$ cat config.mk
export PLATFORM = sky130hd
export DESIGN_NAME = axi_lite_reg_master
export DESIGN_NICKNAME = d
export VERILOG_FILES = /design/src/rtl/axi_lite_pkg.sv /design/src/rtl/axi_lite_timeout_cnt.sv /design/src/rtl/axi_lite_reg_master.sv
export SDC_FILE = /design/constraint.sdc
export NUM_CORES = 1
export LEC_CHECK = 0
export CAP_MARGIN = 0
export CELL_PAD_IN_SITES_DETAIL_PLACEMENT = 0
export CELL_PAD_IN_SITES_GLOBAL_PLACEMENT = 1
export CORE_MARGIN = 5
export CORE_UTILIZATION = 30
export CTS_CLUSTER_SIZE = 8
export DETAILED_ROUTE_END_ITERATION = 6
export GPL_TIMING_DRIVEN = 0
export PLACE_DENSITY = 0.77
export SLEW_MARGIN = 20
export SYNTH_ARGS = -nofsm -noshare
export SYNTH_HDL_FRONTEND = slang
export SYNTH_HIERARCHICAL = 1
export SYNTH_SLANG_ARGS = --single-unit
$ cat constraint.sdc
create_clock -name s_axi_aclk -period 2.8 [get_ports s_axi_aclk]
set_clock_uncertainty 0.05 [all_clocks]
set_input_delay 0.84 -clock s_axi_aclk [delete_from_list [all_inputs] [get_ports s_axi_aclk]]
set_output_delay 0.84 -clock s_axi_aclk [all_outputs]
set_load 0.05 [all_outputs]
$ cat src/rtl/axi_lite_pkg.sv
// Shared definitions for the AXI-lite register master.
// Holds the master FSM state type, the AXI response codes and the default
// protection value driven on AWPROT/ARPROT.
package axi_lite_pkg;

    typedef enum logic [2:0] {
        ST_IDLE,
        ST_WR_REQ,
        ST_WR_RESP,
        ST_RD_REQ,
        ST_RD_RESP,
        ST_RSP
    } state_t;

    localparam logic [1:0] RESP_OKAY   = 2'b00;
    localparam logic [1:0] RESP_EXOKAY = 2'b01;
    localparam logic [1:0] RESP_SLVERR = 2'b10;
    localparam logic [1:0] RESP_DECERR = 2'b11;

    localparam logic [2:0] PROT_DEFAULT = 3'b000;

endpackage

$ cat src/rtl/axi_lite_timeout_cnt.sv
// Transaction timeout counter.
// Saturating up-counter with synchronous clear and count enable; expired is
// high while the count sits at TIMEOUT_CYCLES-1.
//   clk     : clock
//   rst     : synchronous active-high reset
//   clr     : synchronous clear (wins over en)
//   en      : count enable
//   expired : count has reached TIMEOUT_CYCLES-1
module axi_lite_timeout_cnt #(
    parameter int unsigned TIMEOUT_CYCLES = 1024
) (
    input  logic clk,
    input  logic rst,
    input  logic clr,
    input  logic en,
    output logic expired
);

    localparam int unsigned CNT_W = $clog2(TIMEOUT_CYCLES);
    localparam logic [CNT_W-1:0] CNT_MAX = CNT_W'(TIMEOUT_CYCLES - 1);

    logic [CNT_W-1:0] cnt;

    always_ff @(posedge clk) begin
        if (rst || clr) begin
            cnt <= '0;
        end else if (en && (cnt != CNT_MAX)) begin
            cnt <= cnt + 1'b1;
        end
    end

    assign expired = (cnt == CNT_MAX);

endmodule

$ cat src/rtl/axi_lite_reg_master.sv
// AXI-lite register master.
// Accepts single-beat read/write commands on a valid/ready command port,
// runs one AXI-lite transaction per command and returns data/response on a
// valid/ready response port. An unresponsive slave is abandoned after
// TIMEOUT_CYCLES with rsp_timeout=1 and rsp_resp=SLVERR.
//   s_axi_aclk, s_axi_areset   : clock, synchronous active-high reset
//   cmd_valid/cmd_ready        : command handshake
//   cmd_wr, cmd_addr           : direction (1=write) and address
//   cmd_wdata, cmd_wstrb       : write data and byte strobes
//   rsp_valid/rsp_ready        : response handshake
//   rsp_rdata, rsp_resp        : read data (0 for writes/timeout), BRESP/RRESP
//   rsp_timeout                : transaction aborted by timeout
//   busy                       : FSM not idle
//   M_AXI_LITE_*               : AXI-lite master channels AW, W, B, AR, R
module axi_lite_reg_master
    import axi_lite_pkg::*;
#(
    parameter int unsigned ADDR_WIDTH     = 16,
    parameter int unsigned TIMEOUT_CYCLES = 1024
) (
    input  logic                  s_axi_aclk,
    input  logic                  s_axi_areset,

    input  logic                  cmd_valid,
    output logic                  cmd_ready,
    input  logic                  cmd_wr,
    input  logic [ADDR_WIDTH-1:0] cmd_addr,
    input  logic [31:0]           cmd_wdata,
    input  logic [3:0]            cmd_wstrb,

    output logic                  rsp_valid,
    input  logic                  rsp_ready,
    output logic [31:0]           rsp_rdata,
    output logic [1:0]            rsp_resp,
    output logic                  rsp_timeout,
    output logic                  busy,

    output logic [ADDR_WIDTH-1:0] M_AXI_LITE_awaddr,
    output logic [2:0]            M_AXI_LITE_awprot,
    output logic                  M_AXI_LITE_awvalid,
    input  logic                  M_AXI_LITE_awready,
    output logic [31:0]           M_AXI_LITE_wdata,
    output logic [3:0]            M_AXI_LITE_wstrb,
    output logic                  M_AXI_LITE_wvalid,
    input  logic                  M_AXI_LITE_wready,
    input  logic [1:0]            M_AXI_LITE_bresp,
    input  logic                  M_AXI_LITE_bvalid,
    output logic                  M_AXI_LITE_bready,
    output logic [ADDR_WIDTH-1:0] M_AXI_LITE_araddr,
    output logic [2:0]            M_AXI_LITE_arprot,
    output logic                  M_AXI_LITE_arvalid,
    input  logic                  M_AXI_LITE_arready,
    input  logic [31:0]           M_AXI_LITE_rdata,
    input  logic [1:0]            M_AXI_LITE_rresp,
    input  logic                  M_AXI_LITE_rvalid,
    output logic                  M_AXI_LITE_rready
);

    state_t                state, state_d;
    logic                  awvalid_d, wvalid_d, bready_d, arvalid_d, rready_d;
    logic                  rsp_valid_d, rsp_timeout_d;
    logic [ADDR_WIDTH-1:0] awaddr_d, araddr_d;
    logic [31:0]           wdata_d, rsp_rdata_d;
    logic [3:0]            wstrb_d;
    logic [1:0]            rsp_resp_d;
    logic                  cnt_clr, cnt_en, expired, abort;
    logic                  aw_done, w_done;

    axi_lite_timeout_cnt #(
        .TIMEOUT_CYCLES(TIMEOUT_CYCLES)
    ) u_timeout_cnt (
        .clk     (s_axi_aclk),
        .rst     (s_axi_areset),
        .clr     (cnt_clr),
        .en      (cnt_en),
        .expired (expired)
    );

    assign cmd_ready         = (state == ST_IDLE) && !s_axi_areset;
    assign busy              = (state != ST_IDLE);
    assign M_AXI_LITE_awprot = PROT_DEFAULT;
    assign M_AXI_LITE_arprot = PROT_DEFAULT;

    // Both valids rise together on entry to WR_REQ, so a valid that is
    // already low means that channel's handshake has happened.
    assign aw_done = !M_AXI_LITE_awvalid || M_AXI_LITE_awready;
    assign w_done  = !M_AXI_LITE_wvalid  || M_AXI_LITE_wready;

    // Next-state and next-value logic for every registered output.
    always_comb begin
        state_d       = state;
        awaddr_d      = M_AXI_LITE_awaddr;
        awvalid_d     = M_AXI_LITE_awvalid;
        wdata_d       = M_AXI_LITE_wdata;
        wstrb_d       = M_AXI_LITE_wstrb;
        wvalid_d      = M_AXI_LITE_wvalid;
        bready_d      = M_AXI_LITE_bready;
        araddr_d      = M_AXI_LITE_araddr;
        arvalid_d     = M_AXI_LITE_arvalid;
        rready_d      = M_AXI_LITE_rready;
        rsp_valid_d   = rsp_valid;
        rsp_rdata_d   = rsp_rdata;
        rsp_resp_d    = rsp_resp;
        rsp_timeout_d = rsp_timeout;
        cnt_clr       = 1'b0;
        cnt_en        = 1'b0;
        abort         = 1'b0;

        case (state)
            ST_IDLE: begin
                if (cmd_valid) begin
                    cnt_clr = 1'b1;
                    if (cmd_wr) begin
                        awaddr_d  = cmd_addr;
                        wdata_d   = cmd_wdata;
                        wstrb_d   = cmd_wstrb;
                        awvalid_d = 1'b1;
                        wvalid_d  = 1'b1;
                        state_d   = ST_WR_REQ;
                    end else begin
                        araddr_d  = cmd_addr;
                        arvalid_d = 1'b1;
                        state_d   = ST_RD_REQ;
                    end
                end
            end

            ST_WR_REQ: begin
                cnt_en = 1'b1;
                if (aw_done && w_done) begin
                    awvalid_d = 1'b0;
                    wvalid_d  = 1'b0;
                    bready_d  = 1'b1;
                    state_d   = ST_WR_RESP;
                end else begin
                    if (M_AXI_LITE_awvalid && M_AXI_LITE_awready) awvalid_d = 1'b0;
                    if (M_AXI_LITE_wvalid && M_AXI_LITE_wready)   wvalid_d  = 1'b0;
                    abort = expired;
                end
            end

            ST_WR_RESP: begin
                cnt_en = 1'b1;
                if (M_AXI_LITE_bvalid) begin
                    bready_d      = 1'b0;
                    rsp_valid_d   = 1'b1;
                    rsp_rdata_d   = '0;
                    rsp_resp_d    = M_AXI_LITE_bresp;
                    rsp_timeout_d = 1'b0;
                    state_d       = ST_RSP;
                end else begin
                    abort = expired;
                end
            end

            ST_RD_REQ: begin
                cnt_en = 1'b1;
                if (M_AXI_LITE_arready) begin
                    arvalid_d = 1'b0;
                    rready_d  = 1'b1;
                    state_d   = ST_RD_RESP;
                end else begin
                    abort = expired;
                end
            end

            ST_RD_RESP: begin
                cnt_en = 1'b1;
                if (M_AXI_LITE_rvalid) begin
                    rready_d      = 1'b0;
                    rsp_valid_d   = 1'b1;
                    rsp_rdata_d   = M_AXI_LITE_rdata;
                    rsp_resp_d    = M_AXI_LITE_rresp;
                    rsp_timeout_d = 1'b0;
                    state_d       = ST_RSP;
                end else begin
                    abort = expired;
                end
            end

            ST_RSP: begin
                if (rsp_ready) begin
                    rsp_valid_d = 1'b0;
                    state_d     = ST_IDLE;
                end
            end

            default: state_d = ST_IDLE;
        endcase

        // Timeout abort is shared by all four bus states; it is only raised
        // when no completing handshake was seen this cycle.
        if (abort) begin
            awvalid_d     = 1'b0;
            wvalid_d      = 1'b0;
            bready_d      = 1'b0;
            arvalid_d     = 1'b0;
            rready_d      = 1'b0;
            rsp_valid_d   = 1'b1;
            rsp_rdata_d   = '0;
            rsp_resp_d    = RESP_SLVERR;
            rsp_timeout_d = 1'b1;
            state_d       = ST_RSP;
        end
    end

    always_ff @(posedge s_axi_aclk) begin
        if (s_axi_areset) begin
            state              <= ST_IDLE;
            M_AXI_LITE_awaddr  <= '0;
            M_AXI_LITE_awvalid <= 1'b0;
            M_AXI_LITE_wdata   <= '0;
            M_AXI_LITE_wstrb   <= '0;
            M_AXI_LITE_wvalid  <= 1'b0;
            M_AXI_LITE_bready  <= 1'b0;
            M_AXI_LITE_araddr  <= '0;
            M_AXI_LITE_arvalid <= 1'b0;
            M_AXI_LITE_rready  <= 1'b0;
            rsp_valid          <= 1'b0;
            rsp_rdata          <= '0;
            rsp_resp           <= '0;
            rsp_timeout        <= 1'b0;
        end else begin
            state              <= state_d;
            M_AXI_LITE_awaddr  <= awaddr_d;
            M_AXI_LITE_awvalid <= awvalid_d;
            M_AXI_LITE_wdata   <= wdata_d;
            M_AXI_LITE_wstrb   <= wstrb_d;
            M_AXI_LITE_wvalid  <= wvalid_d;
            M_AXI_LITE_bready  <= bready_d;
            M_AXI_LITE_araddr  <= araddr_d;
            M_AXI_LITE_arvalid <= arvalid_d;
            M_AXI_LITE_rready  <= rready_d;
            rsp_valid          <= rsp_valid_d;
            rsp_rdata          <= rsp_rdata_d;
            rsp_resp           <= rsp_resp_d;
            rsp_timeout        <= rsp_timeout_d;
        end
    end

endmodule

**Word-level counts from Yosys, hierarchy flattened**

Index checks and enable logic that the tools add are counted.

- Output and inout bits: 117
- Register bits after elaboration: 122
- Word-level logic and storage cells: 125

- Reduce and logical (&&, ||, !) cells: 34
- Muxes and demuxes: 49
- Add/subtract/negate cells: 1
- Bitwise operators: 1
- Equality and inequality tests: 23

Operators with widths:

| kind | count |
|---|---|
| two-way mux 32 bit | 2 |
| one-hot mux 32 bit (2 select lines) | 1 |
| two-way mux 1 bit | 25 |
| inequality test 3 bit (second input constant) | 8 |
| two-way mux 3 bit | 7 |
| one-hot mux 3 bit (6 select lines) | 1 |
| AND reduction 3 bit | 6 |
| inequality test 2 bit (second input constant) | 8 |
| AND reduction 4 bit | 4 |
| one-hot mux 1 bit (2 select lines) | 6 |
| AND reduction 6 bit | 2 |
| adder 10 x 1 -> 10 bit (second input constant) | 1 |
| == test 10 bit (second input constant) | 1 |
| inequality test 10 bit (second input constant) | 1 |
| nonzero test 2 bit | 5 |
| two-way mux 2 bit | 4 |
| == test 3 x 2 -> 1 bit (second input constant) | 2 |
| == test 3 bit (second input constant) | 2 |
| nonzero test 3 bit | 2 |
| logical AND 1 bit | 5 |
| one-hot mux 1 bit (4 select lines) | 1 |
| one-hot mux 2 bit (2 select lines) | 1 |
| nonzero test 4 bit | 1 |
| OR reduction 4 bit | 1 |
| other kinds (7) | 11 |

**Longest topological paths before layout**

- Depth in word-level cells: 7
- Gate-level depth with buffers: 8

**Cells and area by module**

The synthesis kept the hierarchy.

By module, submodules not included:

| module | cells an instance | times used | sequential area each (um^2) | area each (um^2) |
|---|---|---|---|---|
| axi_lite_reg_master | 535 | 1 | 2242.2 | 4423.0 |
| axi_lite_timeout_cnt | 56 | 1 | 200.2 | 508.0 |

**Worst setup path before layout**

No wires, ideal clock.

- Path type: input -> output
- Start: input s_axi_areset
- End: output cmd_ready
- Data required time: 1.910 ns
- Setup slack: -0.136 ns
- Arrival time: 2.046 ns
- Stages on the path: 4
- Path through: clkbuf_1 > buf_1 > clkbuf_1 > nor2_1

- Cells in the longest elaborated chain, start to end: 2

RTL lines:

| item | RTL line | source |
|---|---|---|
| start: declaration | axi_lite_reg_master.sv:22 | `input logic s_axi_areset,` |
| logical NOT 1 bit | axi_lite_reg_master.sv:79 | `assign cmd_ready = (state == ST_IDLE) && !s_axi_areset;` |
| logical AND 1 bit | axi_lite_reg_master.sv:79 |  |
| end: declaration | axi_lite_reg_master.sv:25 | `output logic cmd_ready,` |

Every way passes these cells.

**Final worst setup path**

Ends and elaborated chain as after synthesis.

==> flow_summary_export.csv <==
group,metric,value,unit
global_routing,grt_overflow,0,
setup_path,crit_fanout,19,
detailed_routing,vias,4908,
clocking,cts.path.max_buffers,2,
power,p_leak,0.00272,uW
finish,final_area,0.00787,mm^2
synth,yosysSeqAreaShare,0.495,
clocking,cts_made_buffers,17,
placed_design,place_congestion,0.799,
setup_path,start_kind,"primary input",
sta,rsz0062_at_grt,"false",
placed_design,placed_area,0.00730,mm^2
detailed_routing,first_iter_violations,137,
clocking,clk_latency,0.41,ns
detailed_routing,wl,16.4,mm
placed_design,place_hpwl,12.6,mm
global_routing,grt_antenna_before_repair,0,
die,die_h,138,um
setup_path,arrival,1.78,ns
detailed_routing,detail_route.wl_per_cell,15.6,um
worst_hold_path,hold_path_class,"flip-flop to flip-flop",
placed_design,dpl_worst_slack,-1.59,ns
sta,hold_viol_final,0,
sta,finalCritPeriodShare,0.953,
clocking,cts_tree,"built",
sta,fin_ws,0.132,ns
sta,worstMarginPinSlew,0.983,ns
sta,slew-limit-headroom,0.336,
synth,synthCells,591,
die,coreArea,0.0160,mm^2
power,total_power,6420,uW
detailed_routing,drc,0,
power,power_density,815,mW/mm^2
finish,fillers,1593,
synth,synth_seq_cells,122,
synth,synthFlopType,"dfxtp_1",
sta,slew_viol_final,0,
clocking,cts_root_buf,"clkbuf_16",
die,rows,46,
global_routing,grtUsageTotal,0.167,
detailed_routing,drt-pass1-iter-count,4,
sta,setup_viol,0,
synth,synth-warning-count,6,
sta,holdWs,0.403,ns
synth,ys_types,56,
finish,final_nets,920,
status,status,"completed",
synth,synth-edff-count,0,
global_routing,grt_pass1_vias,4927,
clocking,clkSinkCount,122,
setup_path,worstSetupPathType,"primary input to output pin",
detailed_routing,ant_nets,0,
setup_path,crit_path_end_kind,"output pin",
clocking,post_cts_buffers,0,
die,die_area,0.0191,mm^2
global_routing,grt_max_degree,20,
sta,fin_crit,2.67,ns
finish,layout.cells.non_filler,1048,
die,fp.dieW,138,um
clocking,clkSlewWorstSetupHoldPaths,0.05,ns
finish,area_growth,59.6,%
clocking,h-tree-depth,4,
placed_design,dp.cells,1020,
finish,layout-drive-gt1-share,0.0950,
global_routing,grt_pass1_wl,26.0,mm
synth,postSynthAreaPerCell,8.34,um^2
synth,synth-async-reset-ratio,0,
synth,syn_area,0.00493,mm^2
clocking,cts_resized,11,
placed_design,io_buffers,208,
setup_path,crit_required,1.91,ns
power,ir_drop,0.000427,V
die,pin_count,215,
sta,fmax,375,MHz
run,drv_cap,0,
finish,antennaDiodeCount,0,
clocking,cts_hold_buf,0,
detailed_routing,avgViaCountPerCell,4.68,
die,start_util,0.308,
==> placed cells by master, fill, tap and decap left out, drive strengths merged, types with 2 or more instances in the layout <==
master and count:
clkdlybuf4s50 205, nand2 179, dfxtp 122, a21oi 78
clkbuf 42, nand3 38, a211oi 33, buf 30
nor2 17, a31oi 10, nor3 10, conb 6
nand2b 4, clkinv 4, nor4 4, nand3b 3
mux2i 3, o21ai 3, nor3b 3, nor2b 2
or3b 2, and3 2, bufinv 2, clkinvlp 2
dlygate4sd2 2, and4 2, o31ai 2, or2 2
==> synth_stat cells (2+ instances only) <==
master / instances / area (um^2)
a211oi_1: 33 / 248
a21oi_1: 77 / 385
a31oi_1: 10 / 62.6
and3_1: 2 / 12.5
and4_1: 2 / 17.5
buf_2: 13 / 65.1
buf_4: 10 / 75.1
buf_6: 5 / 56.3
clkbuf_1: 22 / 82.6
dfxtp_1: 122 / 2440
mux2i_1: 3 / 30.0
nand2_1: 179 / 672
nand2b_1: 4 / 25.0
nand3_1: 35 / 175
nand3_2: 2 / 20.0
nand3b_1: 3 / 22.5
nor2_1: 16 / 60.1
nor2b_1: 2 / 12.5
nor3_1: 7 / 35.0
nor3_2: 2 / 20.0
nor3b_4: 2 / 37.5
nor4_1: 3 / 18.8
o21ai_0: 3 / 15.0
or3b_1: 2 / 17.5
==> cell type report <==
type,count,area [um^2],area share
tap,216,270,0.0343
timing repair buffer,208,2080,0.264
buffer,49,283,0.0359
clock inverter,8,95.1,0.0121
clock buffer,22,474,0.0603
sequential,122,2440,0.310
inverter,1,3.75,0.000477
multi-input combinational,422,2220,0.283
==> state kept, by name, summed over array words and instances (netlist names) <==
register	flops
M_AXI_LITE_araddr	16
M_AXI_LITE_arvalid	1
M_AXI_LITE_awaddr	16
M_AXI_LITE_awvalid	1
M_AXI_LITE_bready	1
M_AXI_LITE_rready	1
M_AXI_LITE_wdata	32
M_AXI_LITE_wstrb	4
M_AXI_LITE_wvalid	1
rsp_rdata	32
rsp_resp	2
rsp_timeout	1
rsp_valid	1
state	3
u_timeout_cnt/cnt	10
==> worst paths after layout <==
kind / to / cells after the start / slack (ns) / start
worst max-delay path: cmd_ready / 4 / 0.13 / s_axi_areset
worst max register to register: u_timeout_cnt/cnt[7] / 6 / 0.62 / state[0]
worst min-delay path: M_AXI_LITE_araddr[8] / 2 / 0.40 / M_AXI_LITE_araddr[8]
worst min register to register: M_AXI_LITE_araddr[8] / 2 / 0.40 / M_AXI_LITE_araddr[8]
==> power breakdown <==
group	internal (uW)	switching, uW	total (uW)	leakage, uW
Clock	1360	757	2120	0.000278
Sequential	1930	121	2050	0.000990
Combinational	795	1450	2250	0.00145
==> per-stage QoR <==
stage          utilization  setup TNS, ns
6_report             0.492              0
5_1_grt              0.492              0
4_1_cts              0.492              0
3_5_place_dp         0.457         -11.57
3_3_place_gp         0.457         -10.43
2_1_floorplan            -              0
==> cell families (layout without fill, tap and decap cells) <==
family | after synthesis | after routing | share of synthesized area
buf+inv | 52 | 288 | 0.0581
fa+ha+maj | 1 | 1 | 0.00254
compound gates | 138 | 138 | 0.178
flops | 122 | 122 | 0.495
simple gates | 272 | 272 | 0.256
xor+xnor | 2 | 2 | 0.00355
mux | 3 | 3 | 0.00609
other cells | 1 | 6 | 0.000760
==> metal layers <==
layer	vias to the layer above	routed length, um	global-route usage
li1	2483	-	-
met1	2295	7180	0.198
met2	116	8080	0.287
met3	14	902	0.0534
met4	0	200	0.0525
met5	-	0	0
==> critical path: stages <==
cell,delay (ns)
dlygate4sd2_1,0.41
buf_6,0.26
nor2_2,0.07
buf_4,0.19
Note: power is estimated with default switching activity, not from simulation.
